[config.mk]
export PLATFORM = sky130hd
export DESIGN_NAME = rv32_prefetch_unit
export DESIGN_NICKNAME = d
export VERILOG_FILES = /design/src/rtl/rv32_fetch_pkg.sv /design/src/rtl/prefetch_fifo.sv /design/src/rtl/rv32_prefetch_unit.sv
export SDC_FILE = /design/constraint.sdc
export NUM_CORES = 1
export LEC_CHECK = 0
export CAP_MARGIN = 20
export CORE_UTILIZATION = 50
export CTS_CLUSTER_DIAMETER = 60
export DETAILED_ROUTE_END_ITERATION = 8
export PLACE_DENSITY = 0.77
export SYNTH_ARGS = -nofsm -noshare
export SYNTH_HDL_FRONTEND = slang
export SYNTH_SLANG_ARGS = --single-unit
[constraint.sdc]
create_clock -name clk -period 6.3 [get_ports clk]
set_input_delay 0.945 -clock clk [delete_from_list [all_inputs] [get_ports clk]]
set_output_delay 0.945 -clock clk [all_outputs]
set_load 0.02 [all_outputs]
[src/rtl/rv32_fetch_pkg.sv]
`default_nettype none
// ============================================================================
// Module   : rv32_fetch_pkg
// Purpose  : Shared fetch-path types and constants for the RV32 front end.
// Revision : 1.0
// ============================================================================
package rv32_fetch_pkg;

   typedef struct packed {
      logic [31:0] pc;
      logic [31:0] insn;
   } fetch_entry_t;

   localparam logic [31:0] INSN_NOP = 32'h0000_0013;

endpackage
`default_nettype wire

[src/rtl/prefetch_fifo.sv]
`default_nettype none
// ============================================================================
// Module   : prefetch_fifo
// Purpose  : Synchronous DEPTH-entry FIFO of fetch_entry_t with push/pop/flush.
// Revision : 1.0
// ============================================================================
module prefetch_fifo
   import rv32_fetch_pkg::*;
#(
   parameter int DEPTH = 4
)(
   input  logic                         clk,
   input  logic                         rst_n,
   input  logic                         i_push,
   input  logic                         i_pop,
   input  logic                         i_flush,
   input  fetch_entry_t                 i_data,
   output fetch_entry_t                 o_head,
   output logic [$clog2(DEPTH+1)-1:0]   o_count,
   output logic                         o_empty
);

   localparam int PTR_W = $clog2(DEPTH);
   localparam int CNT_W = $clog2(DEPTH+1);

   fetch_entry_t        r_mem [DEPTH];
   logic [PTR_W-1:0]    r_wr_ptr;
   logic [PTR_W-1:0]    r_rd_ptr;
   logic [CNT_W-1:0]    r_count;
   logic                w_full;
   logic                w_do_pop;
   logic                w_do_push;

   assign w_full    = (r_count == CNT_W'(DEPTH));
   assign w_do_pop  = i_pop && (r_count != '0);
   assign w_do_push = i_push && (!w_full || w_do_pop);

   always_ff @(posedge clk or negedge rst_n) begin
      if (!rst_n) begin
         r_wr_ptr <= '0;
         r_rd_ptr <= '0;
         r_count  <= '0;
         for (int i = 0; i < DEPTH; i++) begin
            r_mem[i] <= '0;
         end
      end else if (i_flush) begin
         r_wr_ptr <= '0;
         r_rd_ptr <= '0;
         r_count  <= '0;
         for (int i = 0; i < DEPTH; i++) begin
            r_mem[i] <= '{pc: 32'h0, insn: INSN_NOP};
         end
      end else begin
         if (w_do_push) begin
            r_mem[r_wr_ptr] <= i_data;
            r_wr_ptr        <= r_wr_ptr + PTR_W'(1);
         end
         if (w_do_pop) begin
            r_rd_ptr <= r_rd_ptr + PTR_W'(1);
         end
         case ({w_do_push, w_do_pop})
            2'b10:   r_count <= r_count + CNT_W'(1);
            2'b01:   r_count <= r_count - CNT_W'(1);
            default: r_count <= r_count;
         endcase
      end
   end

   assign o_head  = r_mem[r_rd_ptr];
   assign o_count = r_count;
   assign o_empty = (r_count == '0);

   // The issue-credit rule upstream must never let a response land in a full queue.
   a_no_overflow: assert property (@(posedge clk) disable iff (!rst_n)
      !(i_push && !i_flush && w_full && !w_do_pop));

endmodule
`default_nettype wire

[src/rtl/rv32_prefetch_unit.sv]
`default_nettype none
// ============================================================================
// Module   : rv32_prefetch_unit
// Purpose  : Pipelined imem fetch with DEPTH-entry prefetch queue and redirect.
//            Optional empty-queue bypass enabled by macro ROC_PF_BYPASS_EN.
// Revision : 1.0
// ============================================================================
module rv32_prefetch_unit
   import rv32_fetch_pkg::*;
#(
   parameter int          ADDR_WIDTH_I = 10,
   parameter int          DATA_WIDTH_I = 32,
   parameter int          DEPTH        = 4,
   parameter logic [31:0] RESET_PC     = 32'h0000_0000
)(
   input  logic                    clk,
   input  logic                    rst_n,
   output logic                    imem_en,
   output logic [ADDR_WIDTH_I-1:0] imem_addr,
   input  logic [DATA_WIDTH_I-1:0] data_imem,
   input  logic                    redirect_valid,
   input  logic [31:0]             redirect_pc,
   output logic                    instr_valid,
   output logic [31:0]             instr,
   output logic [31:0]             instr_pc,
   input  logic                    instr_ready
);

   localparam int CNT_W = $clog2(DEPTH+1);

   logic [31:0]      r_fetch_pc;
   logic [31:0]      r_resp_pc;
   logic             r_inflight;
   logic             r_kill;

   logic [31:0]      w_redir_pc;
   logic             w_credit;
   logic             w_resp_live;
   logic             w_push;
   logic             w_pop;
   logic             w_empty;
   logic [CNT_W-1:0] w_count;
   fetch_entry_t     w_resp;
   fetch_entry_t     w_head;

   assign w_redir_pc  = redirect_pc & 32'hFFFF_FFFC;
   // Occupancy plus the outstanding read must leave room for the response.
   assign w_credit    = (int'(w_count) + int'(r_inflight)) < DEPTH;
   assign imem_en     = rst_n && !redirect_valid && w_credit;
   assign imem_addr   = r_fetch_pc[ADDR_WIDTH_I+1:2];
   assign w_resp_live = r_inflight && !r_kill && !redirect_valid;
   assign w_resp      = '{pc: r_resp_pc, insn: data_imem};
   assign w_pop       = instr_ready && !w_empty && !redirect_valid;

`ifdef ROC_PF_BYPASS_EN
   logic w_bypass;
   assign w_bypass    = w_resp_live && w_empty;
   assign w_push      = w_resp_live && !(w_bypass && instr_ready);
   assign instr_valid = !w_empty || w_bypass;
   assign instr       = w_bypass ? data_imem : w_head.insn;
   assign instr_pc    = w_bypass ? r_resp_pc : w_head.pc;
`else
   assign w_push      = w_resp_live;
   assign instr_valid = !w_empty;
   assign instr       = w_head.insn;
   assign instr_pc    = w_head.pc;
`endif

   always_ff @(posedge clk or negedge rst_n) begin
      if (!rst_n) begin
         r_fetch_pc <= RESET_PC;
         r_resp_pc  <= '0;
         r_inflight <= 1'b0;
         r_kill     <= 1'b0;
      end else if (redirect_valid) begin
         r_fetch_pc <= w_redir_pc;
         r_inflight <= 1'b0;
         r_kill     <= r_inflight;
      end else begin
         r_inflight <= imem_en;
         r_kill     <= 1'b0;
         if (imem_en) begin
            r_fetch_pc <= r_fetch_pc + 32'd4;
            r_resp_pc  <= r_fetch_pc;
         end
      end
   end

   prefetch_fifo #(
      .DEPTH   (DEPTH)
   ) u_fifo (
      .clk     (clk),
      .rst_n   (rst_n),
      .i_push  (w_push),
      .i_pop   (w_pop),
      .i_flush (redirect_valid),
      .i_data  (w_resp),
      .o_head  (w_head),
      .o_count (w_count),
      .o_empty (w_empty)
   );

endmodule
`default_nettype wire

After elaboration in Yosys (flattened, before gate mapping) --
Index checks and enable logic that the tools add are counted.
Word-level totals: register bits after elaboration 329, bits of input ports 68, output and inout port bits 76, word-level logic and storage cells 70
Operators by class: add/subtract/negate cells 6, magnitude comparators 4, eq/ne operators 3, muxes and demuxes 18, bitwise logic cells 3, reductions and logical operators 21
Operators with widths (number):
- 256-bit 2-to-1 mux | 2
- 256-bit bitwise mux | 1
- 64-bit 2-to-1 mux | 3
- 64-bit binary-select mux with 2-bit select | 1
- 64-bit demux with 2-bit select | 1
- 32-bit 2-to-1 mux | 2
- 32-bit by 3-bit adder with 32-bit output (second input constant) | 1
- 1-bit logical AND | 9
- 2-bit 2-to-1 mux | 4
- 3-bit >= comparator (second input constant) | 2
- 2-bit NOT with 3-bit output | 2
- 3-bit one-hot mux with 2 select lines | 1
- 2-bit nonzero test | 3
- 3-bit nonzero test | 2
- 2-bit by 1-bit adder with 2-bit output (second input constant) | 2
- 3-bit by 1-bit adder with 4-bit output | 1
- 1-bit zero test | 4
- 4-bit by 3-bit less-than comparator with 1-bit output (second input constant) | 1
- 3-bit by 1-bit adder with 3-bit output (second input constant) | 1
- 3-bit equality test (second input constant) | 1
- 3-bit zero test | 1
- 3-bit by 1-bit less-than comparator with 1-bit output (second input constant) | 1
- 3-bit 2-to-1 mux | 1
- 3-bit by 1-bit subtractor with 3-bit output (second input constant) | 1
- other kinds (6) | 7

Logic depth before layout (Yosys ltp) --
word-level depth 10, depth in mapped cells 8, depth with buffers taken out 7

By module --
A second synthesis with hierarchy kept.
Unflattened totals: cells, all modules 1386, area, all modules 15783.9 um2
By module, submodules not included:
- prefetch_fifo | instances 1, cells each 1038, area each 12727.2 um2, seq. area each 6581.3 um2
- rv32_prefetch_unit | instances 1, cells each 348, area each 3056.7 um2, seq. area each 1551.5 um2

Least setup slack after synthesis --
OpenSTA, ideal clock, no wires.
path kind in2out, from input port rst_n, to output port imem_en, data arrival time 2.028 ns, required time 5.355 ns, setup slack 3.327 ns, cell stages on the path 6, path buffers 3, cell sequence nor2b_1 > buf_2 > nand3_1 > clkbuf_1 > clkbuf_1 > inv_1
On the way: longest elaborated chain between the ends 2
RTL lines:
- from (decl) | line rv32_prefetch_unit.sv:17 | input logic rst_n,
- 1-bit logical AND (2 in a row) | line rv32_prefetch_unit.sv:49 | assign imem_en = rst_n && !redirect_valid && w_credit;
- to (decl) | line rv32_prefetch_unit.sv:18 | output logic imem_en,
Every way passes these cells.

Worst setup path after layout --
Same ends and word-level chain as after synthesis.

==> summary.md <==
| Metric | Value |
|---|---|
| Area after DPL | 16400 um^2 |
| Count of filler cells inserted in the layout | between 2000 and 2500 |
| WP data arrival | 2.92 ns |
| Detailed route wirelength on metal3 | roughly 2 mm |
| Clk_lat worst skew | between 0.5 and 0.6 ns |
| Net count reported at finish | around 1700 |
| Placed insts | 1922 |
| Core region area | 29100 um^2 |
| DIE HEIGHT | between 150 and 200 um |
| Cell area power density | between 300 and 400 nW/um^2 |
| Maximum fanout count along the critical path | slightly above 90 |
| Highest signal layer in the routed design | met4 |
| Number of enable flip-flop cells after synthesis | 0 |
| Setup clock skew after layout | roughly 0.014 ns |
| CP Cell Sequence | buf_8 > nor2b_1 > nand3_2 > inv_1 > clkdlybuf4s50_1 |
| Number of ports placed on the die boundary | 144 |
| Remaining design rule violation count | 0 |
| Die Width | 175 um |
| Share of flip-flops with an asynchronous set or reset | between 90% and 100% |
| Initial core utilization | 51.4% |
| Total buffers and inverters traversed by the critical path | 3 |
| Largest net degree at the start of global routing | around 180 |
| Global-route wire length before repair | roughly 58 mm |
| Post-synthesis instance area | between 10000 and 15000 um^2 |
| Clock Root Buffer | sky130_fd_sc_hd__clkbuf_16 |
| Placed wire-length estimate | between 20 and 25 mm |
| Unrepaired setup endpoints after global routing | no |
| Flop2flop setup slack | 3.61 ns |
| Post-route cell area | ~18000 um^2 |
| LEAKAGE | 7.09 nW |
| Netlist cell types | 46 |
| Met2 Routed Length | around 17 mm |
| Final number of setup-violating endpoints | 0 |
| Worst path slowest cell | sky130_fd_sc_hd__nor2b_1 |
| Number of warnings issued by yosys | 0 |
| # Post-CTS Setup Buffers | 0 |
| M1 WL | 15.4 mm |
| Final hold vios | 0 |
| Startpoint type of the worst setup path | primary input |
| Worst EP required | ~5.4 ns |
| Share of layout cells above drive strength 1 | about 11% |
| Area growth from synthesis to final layout | 18.3% |
| TNS Setup | 0 ns |
| Row count | 62 |
| Area used by multi-input combinational logic | between 6000 and 7000 um^2 |
| Routed via count | between 10000 and 15000 |
| Tcrit/Tclk final | just over 60% |
| Number of max-slew violations in the final report | 0 |
| Worst Hold Class | primary input to asynchronous set/reset pin |
| Final worst slack | roughly 2.4 ns |
| Peak supply drop | around 0.17 mV |
| Slew of the pin with the lowest slew margin | ~1.1 ns |
| Seq cells post-synth | ~320 |
| Most common library cell in the layout ignoring fill and taps | sky130_fd_sc_hd__nand2_1 |
| Initial antenna violation count | 0 |
| FMAX | between 200 and 300 MHz |
| Run status | finished, final reports clean |
| Storage element area | 8040 um^2 |
| GRT overflow | 0 |
| CP delay by family, top | buffers and inverters |
| Clk slew on worst S/H paths | approximately 0.060 ns |
| Via density per instance | between 5 and 6 |
| Syn avg cell area | 9.86 um^2 |
| Remaining antenna violation count after routing | 0 |
| Max-slew headroom at the worst pin | 27.3% |
| Iteration-0 DRC count of the detailed router | 920 |
| Number of inserted diodes | 0 |
| Syn Inst Count | 1516 |
| CTS sink cnt | roughly 320 |
| Placement Setup Slack | roughly 2.4 ns |
| TritonCTS clock tree | yes |
| Floorplan die area | between 30000 and 40000 um^2 |
| Post-detailed-routing wire length | approximately 35 mm |
| Share of the yosys chip area belonging to registers | 53.7% |
| Mean routed wirelength per cell | 17.5 um |
| Worst-case clock buffer depth | 3 |
| Category of the critical setup timing path | primary input to primary output |
| Number of CTS-inserted buffers | 36 |
| Leading cell types in the layout, fill and taps excluded | sky130_fd_sc_hd__nand2_1 (515), sky130_fd_sc_hd__dfrtp_1 (319), sky130_fd_sc_hd__o21ai_0 (256) |
| Most used DFF post-synth | sky130_fd_sc_hd__dfrtp_1 |
| Number of gates given a new drive strength after cts | 0 |
| H-tree Lvls | 2 |
| Post-synth net total | approximately 1600 |
| Slowest cell delay on critical path | around 0.62 ns |
| Post-route insts no fill | about 2000 |
| Crit path time final | roughly 3.9 ns |
| Number of global-route vias before repair | around 11000 |
| Number of buffer cells added on primary ports | around 140 |
| Number of buffers added to fix hold violations after cts | 0 |
| Global Route Usage Sum | a little under a quarter |
| Maximum capacitance violations | 0 |
| Routability-driven placement congestion ratio | between 0.7 and 0.8 |
| Crit end category | primary output |
| DR pass1 iterations | 5 |
[power breakdown]
part | internal [mW] | switching [mW] | leakage (nW)
logic | 0.504 | 0.495 | 2.20
clock network | 1.36 | 0.859 | 0.632
registers | 2.24 | 0.269 | 4.26
[cell families (layout without fill, tap and decap cells)]
group                      Yosys count  count (layout)  synth area share, %
and+or+nand+nor                    639             639                 17.9
DFF                                321             321                 53.7
AOI/OAI and AO/OA                  300             300                 10.7
buffers and inverters              140             230                 4.38
muxes                               99              99                 12.1
xor gates and xnor gates            11              11                0.644
adders and majority gates            6               6                0.552
[per-layer routing]
layer | global-route usage (%) | vias up
li1 | - | 5306
met1 | 33.5 | 5640
met2 | 37.3 | 369
met3 | 3.66 | 58
met4 | 6.92 | 0
met5 | 0 | -
[Yosys cell counts (2+ instances only)]
cell,n,area [um^2]
sky130_fd_sc_hd__o31a_1,3,26.3
sky130_fd_sc_hd__buf_6,6,67.6
sky130_fd_sc_hd__and4_1,6,52.6
sky130_fd_sc_hd__nor2b_1,3,18.8
sky130_fd_sc_hd__o211ai_1,4,30.0
sky130_fd_sc_hd__o21ai_0,256,1280
sky130_fd_sc_hd__or3_1,4,25.0
sky130_fd_sc_hd__o311ai_0,2,17.5
sky130_fd_sc_hd__buf_4,11,82.6
sky130_fd_sc_hd__clkbuf_1,79,297
sky130_fd_sc_hd__mux4_2,63,1420
sky130_fd_sc_hd__a31oi_1,14,87.6
sky130_fd_sc_hd__nand4_1,9,56.3
sky130_fd_sc_hd__nand2b_1,3,18.8
sky130_fd_sc_hd__nor2_1,26,97.6
sky130_fd_sc_hd__xnor2_1,6,52.6
sky130_fd_sc_hd__ha_1,5,62.6
sky130_fd_sc_hd__or2_2,2,12.5
sky130_fd_sc_hd__dfrtp_1,321,8030
sky130_fd_sc_hd__o31ai_1,13,97.6
sky130_fd_sc_hd__mux2i_1,9,90.1
sky130_fd_sc_hd__nand2_1,515,1930
sky130_fd_sc_hd__and2_1,4,25.0
sky130_fd_sc_hd__or4_1,17,128
sky130_fd_sc_hd__xor2_1,5,43.8
sky130_fd_sc_hd__nor3b_1,4,30.0
sky130_fd_sc_hd__inv_1,9,33.8
sky130_fd_sc_hd__mux2_2,27,304
sky130_fd_sc_hd__nor3_1,8,40.0
sky130_fd_sc_hd__buf_2,34,170
sky130_fd_sc_hd__and3_1,5,31.3
sky130_fd_sc_hd__a21oi_1,4,20.0
sky130_fd_sc_hd__nand3_1,22,110
sky130_fd_sc_hd__or4b_4,2,27.5
sky130_fd_sc_hd__nor4_1,4,25.0
[final timing paths]
path | start | endpoint | cells after the start
worst max-delay path | rst_n | imem_en | 5
worst min-delay path | rst_n | r_fetch_pc[9] | 1
worst max register to register | r_inflight | u_fifo.r_mem[202] | 4
worst min register to register | u_fifo.r_mem[4] | u_fifo.r_mem[4] | 2
max in group asynchronous | rst_n | u_fifo.r_mem[135] | 2
min in group clk | u_fifo.r_mem[4] | u_fifo.r_mem[4] | 2
[registers in the layout, indices dropped and copies added (netlist names)]
signal,cells
r_fetch_pc,30
u_fifo.r_rd_ptr,2
u_fifo.r_mem,252
u_fifo.o_count,3
r_inflight,1
r_resp_pc,30
u_fifo.r_wr_ptr,2
r_kill,1
[metrics by stage]
step	util, %	hold slack, ns	total power [mW]
floorplan	-	0.459	3.12
global placement	56.2	0.472	3.50
detailed placement	56.2	0.481	3.53
CTS	60.7	0.458	5.76
global route	60.8	0.486	5.97
finish	60.8	0.416	5.73
[area by class of cell]
cell class	count	share of cell area (%)
tap	384	2.72
sequential	321	45.4
timing repair buffer	155	8.83
multi-input combinational	1055	35.5
clock buffer	53	6.32
inverter	9	0.233
clock inverter	13	0.962
(Power assumes the default switching activity.)
